--- src/rtl/gf180mcu_osu_sc_pkg.sv ---
// Shared helpers for the gf180mcu OSU 12-track behavioural macros:
// width functions and fall-through mode constants.
package gf180mcu_osu_sc_pkg;

  localparam int FT_OFF = 0;
  localparam int FT_ON  = 1;

  // Pointer width; at least one bit, even for a single-entry buffer.
  function automatic int clog2_min1(input int n);
    return (n <= 1) ? 1 : $clog2(n);
  endfunction

  // Width of a counter that must represent 0..n inclusive.
  function automatic int level_width(input int n);
    return $clog2(n + 1);
  endfunction

endpackage

--- src/rtl/gf180mcu_osu_sc_12t_buf_fifo_ctrl.sv ---
// Pointer, occupancy and handshake control for the elastic buffer.
// Pointers wrap at DEPTH-1, so DEPTH need not be a power of two.
module gf180mcu_osu_sc_12t_buf_fifo_ctrl
  import gf180mcu_osu_sc_pkg::*;
#(
  parameter int DEPTH       = 2,
  parameter int FALLTHROUGH = FT_OFF,
  parameter int PW          = clog2_min1(DEPTH),
  parameter int LW          = level_width(DEPTH)
) (
  input  logic          clk,
  input  logic          rn,
  input  logic          a_valid,
  input  logic          y_ready,
  output logic          a_ready,
  output logic          y_valid,
  output logic          push,
  output logic          bypass,
  output logic [PW-1:0] wp,
  output logic [PW-1:0] rp,
  output logic [LW-1:0] level
);

  logic [PW-1:0] wp_q, wp_d;
  logic [PW-1:0] rp_q, rp_d;
  logic [LW-1:0] level_q, level_d;
  logic          empty;
  logic          full;
  logic          pop;

  function automatic logic [PW-1:0] next_ptr(input logic [PW-1:0] p);
    return (p == PW'(DEPTH - 1)) ? '0 : p + PW'(1);
  endfunction

  // Handshake generation and next-state for pointers and occupancy; a word
  // that falls through to a ready consumer is never stored.
  always_comb begin
    empty   = (level_q == '0);
    full    = (level_q == LW'(DEPTH));
    a_ready = rn & ~full;
    bypass  = (FALLTHROUGH == FT_ON) & empty & a_valid & rn;
    y_valid = rn & (~empty | bypass);
    push    = a_valid & a_ready & ~(bypass & y_ready);
    pop     = y_valid & y_ready & ~empty;
    wp_d    = push ? next_ptr(wp_q) : wp_q;
    rp_d    = pop ? next_ptr(rp_q) : rp_q;
    level_d = level_q;
    if (push & ~pop) begin
      level_d = level_q + LW'(1);
    end else if (pop & ~push) begin
      level_d = level_q - LW'(1);
    end
  end

  // State registers with synchronous active-low reset.
  always_ff @(posedge clk) begin
    if (!rn) begin
      wp_q    <= '0;
      rp_q    <= '0;
      level_q <= '0;
    end else begin
      wp_q    <= wp_d;
      rp_q    <= rp_d;
      level_q <= level_d;
    end
  end

  assign wp    = wp_q;
  assign rp    = rp_q;
  assign level = level_q;

endmodule

--- src/rtl/gf180mcu_osu_sc_12t_buf_fifo.sv ---
// Parametrised valid/ready elastic buffer: storage array, output mux with
// zero masking and the optional empty-buffer bypass around the control.
module gf180mcu_osu_sc_12t_buf_fifo
  import gf180mcu_osu_sc_pkg::*;
#(
  parameter int WIDTH       = 1,
  parameter int DEPTH       = 2,
  parameter int FALLTHROUGH = FT_OFF
) (
  input  logic                          CLK,
  input  logic                          RN,
  input  logic [WIDTH-1:0]              A,
  input  logic                          A_VALID,
  output logic                          A_READY,
  output logic [WIDTH-1:0]              Y,
  output logic                          Y_VALID,
  input  logic                          Y_READY,
  output logic [level_width(DEPTH)-1:0] LEVEL
);

  localparam int PW = clog2_min1(DEPTH);
  localparam int LW = level_width(DEPTH);

  logic [WIDTH-1:0] mem_q [DEPTH];
  logic [WIDTH-1:0] mem_d [DEPTH];
  logic [WIDTH-1:0] y_data;
  logic [PW-1:0]    wp;
  logic [PW-1:0]    rp;
  logic             push;
  logic             bypass;

  gf180mcu_osu_sc_12t_buf_fifo_ctrl #(
    .DEPTH       (DEPTH),
    .FALLTHROUGH (FALLTHROUGH),
    .PW          (PW),
    .LW          (LW)
  ) u_ctrl (
    .clk     (CLK),
    .rn      (RN),
    .a_valid (A_VALID),
    .y_ready (Y_READY),
    .a_ready (A_READY),
    .y_valid (Y_VALID),
    .push    (push),
    .bypass  (bypass),
    .wp      (wp),
    .rp      (rp),
    .level   (LEVEL)
  );

  // Write the accepted word into the slot at the write pointer.
  always_comb begin
    mem_d = mem_q;
    if (push) begin
      mem_d[wp] = A;
    end
  end

  // Storage array; deliberately left unreset.
  always_ff @(posedge CLK) begin
    mem_q <= mem_d;
  end

  // Select stored head or bypassed input, and force zero when not valid.
  always_comb begin
    y_data = bypass ? A : mem_q[rp];
    Y      = Y_VALID ? y_data : '0;
  end

endmodule

--- config.mk ---
export PLATFORM = sky130hd
export DESIGN_NAME = gf180mcu_osu_sc_12t_buf_fifo
export DESIGN_NICKNAME = d
export VERILOG_FILES = /design/src/rtl/gf180mcu_osu_sc_pkg.sv /design/src/rtl/gf180mcu_osu_sc_12t_buf_fifo_ctrl.sv /design/src/rtl/gf180mcu_osu_sc_12t_buf_fifo.sv
export SDC_FILE = /design/constraint.sdc
export NUM_CORES = 1
export LEC_CHECK = 0
export CAP_MARGIN = 20
export CORE_AREA = 2 2 39 41
export CTS_CLUSTER_SIZE = 28
export DETAILED_ROUTE_END_ITERATION = 10
export DIE_AREA = 0 0 41 43
export SYNTH_ARGS = -nofsm -noshare
export SYNTH_HDL_FRONTEND = slang
export SYNTH_SLANG_ARGS = --single-unit
export TNS_END_PERCENT = 10
--- constraint.sdc ---
create_clock -name CLK -period 2.7 [get_ports CLK]
set_input_delay 0.54 -clock CLK [delete_from_list [all_inputs] [get_ports CLK]]
set_output_delay 0.54 -clock CLK [all_outputs]
set_load 0.03 [all_outputs]
==> results.md, run 1 <==
* Crit path kind: in -> out
* Layout cells sized above 1 at 0.111
* Post-Route WL at 533 um
* Syn. warnings at 0
* CTS resizes at 0
* Num Clock Sinks at 6
* Post-route clock period utilization at 0.956
* R2r worst-path depth at 5
* First-pass GRT wire length at around 900 um
* RSZ-0062 raised after global routing: false
* CTS tree: done
* Drt pass-1 iters at 4
* Max Slew Vio Count at 0
* Synth area leader: dfxtp_1
* DRC viols at 0
* Worst hold path startpoint: u_ctrl.wp$_SDFFE_PN0P_
* DR vias/cell at roughly 4.1
* Gr ovfl total at 0
* Die ar. at 0.00176 sq mm
* Crit start category: input port
* DRT iter0 DRCs at 3
* Cell Area, Synth at 288 sq um
* Clock slew at reported path FFs at 0.05 ns
* Commonest cells post-synth: 5 x nor2_1, 4 x dfxtp_1, 3 x o21ai_0, 3 x xor2_1
* GP Congestion at slightly below 0.7
* Final antenna-violating net count at 0
* Hold Path Class: reg -> reg
* Cell with the most instances after synthesis: nor2_1
* CTS root buf: clkbuf_4
* PortBufs at 9
* Core Area at 0.00138 sq mm
* RR Startpoint: u_ctrl.level[1]$_SDFFE_PN0P_
* Antenna cells at 0
* IO Pins at 10
* Layout Skew at 0.00340 ns
* EDFF count, synth at 2
* CTS buffer count at 3
* Clock latency on the worst-skew pair at ~0.25 ns
* Row cnt at 14
* Via count at 252
* Max clock buf depth at 2
* Initial antenna violation count at 0
* Reg2reg end: u_ctrl.level[1]$_SDFFE_PN0P_
* Post-synth ARST share at 0
* Tot Pwr at 0.323 mW
* Starting Density at 0.208
* Setup TNS at 0 ns
* # nets final at 52
* Worst Hold End: u_ctrl.wp$_SDFFE_PN0P_
* Area Overhead vs Synth at 50.0%
* Worst Hold Depth at 2
* Worst-Margin Slew at 0.306 ns
* Yosys reg bits at 6
* Critical Path AT at 2.04 ns
* Peak Freq at 387 MHz
* Syn nets at 37
* Maximum vdd drop at 0.214 mV
* Mapped Avg Cell Area at a little over 9 sq um
* Unique masters post-synth at 16
* Max Cap Violations at 0
* Largest cells by area after synthesis: dfxtp_1 28%, edfxtp_1 21%, xor2_1 9.1%, nor2_1 6.5%, o21ai_0 5.2%
* Average detailed-routed wire length per instance at slightly below 9 um
* CP Max Fanout at 6
* Syn Inst Count at 31
* R2R setup slack at 1.04 ns
* Final hold violation count at 0
* Status: finished clean
* # hold bufs at CTS at 0
* Fillers at approximately 150
* Die Height at 43 um
* Post-CTS Setup Inserts at 0
* GRT Total Usage at 0.0835
* Final Setup Violations at 0
* Pin count of the biggest net entering global routing at 7
* Register area share after synthesis at 0.487
* Critical Path RT at 2.16 ns
* HPWL after DPL at around 400 um
* Vias in the first global route at 235
* Power per cell area at 747 mW/mm^2
* Synth top area share at 0.278
* H-tree depth at 1
* P_leak at 0.163 nW
* Tmin final at 2.58 ns
* Slew HR at 0.795
* Endpoint type of the worst setup path: output port
* Most common flop cell mapped by yosys: dfxtp_1
* Width of the die at 41 um
flip-flops by register name (all words and copies together) (netlist names):
signal	cells
mem_q	2
u_ctrl.level	2
u_ctrl.rp	1
u_ctrl.wp	1
worst max-delay path, cell delays in order:
cell             delay (ns)
clkdlybuf4s50_1        0.46
clkinv_1               0.15
nor3_1                 0.21
clkdlybuf4s50_1        0.69
report_power, final:
| part | internal, mW | total [mW] | switching [mW] | leakage [nW] |
|---|---|---|---|---|
| Sequential | 0.107 | 0.122 | 0.0151 | 0.0513 |
| Clock | 0.0561 | 0.0906 | 0.0345 | 0.0150 |
| Combinational | 0.0509 | 0.110 | 0.0588 | 0.0971 |
| Total | 0.214 | 0.323 | 0.108 | 0.163 |
cell families (layout without fill, tap and decap cells):
kind of cell / after synthesis / count (layout) / synth area share
AND/OR/NAND/NOR: 13 / 13 / 0.230
flip-flops: 6 / 6 / 0.487
AO/OA/AOI/OAI: 5 / 5 / 0.0869
XOR/XNOR: 3 / 3 / 0.0913
buffers and inverters: 2 / 16 / 0.0261
adder cells (fa/ha/maj): 1 / 1 / 0.0435
multiplexers: 1 / 1 / 0.0348
placed cells by master, fill, tap and decap left out, types with 2 or more instances in the layout:
master / n
nor2_1: 5
or3_1: 2
xor2_1: 3
clkbuf_4: 3
clkdlybuf4s50_1: 9
a21oi_1: 2
o21ai_0: 3
edfxtp_1: 2
dfxtp_1: 4
nor3_1: 2
metrics by stage:
stage | hold WS [ns] | worst slack (ns) | util | area [sq um] | cells
floorplan | 0.467 | 0.560 | - | 288 | 31
global placement | 0.476 | 0.0962 | 0.293 | 405 | 57
detailed placement | 0.484 | 0.106 | 0.293 | 405 | 57
CTS | 0.491 | 0.103 | 0.312 | 432 | 61
global route | 0.516 | 0.0162 | 0.312 | 432 | 61
finish | 0.493 | 0.118 | 0.312 | 432 | 61
metal layers:
metal | part of all wire | GRT usage | vias up
met5 | 0 | 0 | -
met2 | 0.41 | 0.0875 | 10
met3 | 0.088 | 0.0314 | 0
met1 | 0.50 | 0.110 | 107
li1 | - | - | 135
met4 | 0 | 0.100 | 0
final cells by class:
class / count / area, sq um / area share
Tap cell: 16 / 20.0 / 0.0464
Multi-Input combinational cell: 23 / 140 / 0.325
Sequential cell: 6 / 140 / 0.325
Clock buffer: 4 / 26.3 / 0.0609
Inverter: 2 / 7.51 / 0.0174
Timing Repair Buffer: 10 / 97.6 / 0.226
how the worst max path moves through the flow:
stage          start                      endpoint  slack, ns  cells after the start
3_5_place_dp      RN                             Y       0.11                      4
5_1_grt           RN                             Y       0.02                      4
4_1_cts           RN                             Y       0.10                      4
2_1_floorplan     RN  u_ctrl.level[1]$_SDFFE_PN0P_       0.56                      6
3_3_place_gp      RN                             Y        0.1                      4
6_report          RN                             Y       0.12                      4
(Power assumes the default switching activity.)
==> inputs of run 2 (changes only) <==
--- a/config.mk
+++ b/config.mk
@@ -5,6 +5,7 @@
 export SDC_FILE = /design/constraint.sdc
 export NUM_CORES = 1
 export LEC_CHECK = 0
+export ABC_CLOCK_PERIOD_IN_PS = 2700
 export CAP_MARGIN = 20
 export CORE_AREA = 2 2 39 41
 export CTS_CLUSTER_SIZE = 28
==> results of run 2 <==
No change in the layout: final DEF, timing and power equal those of run 1.
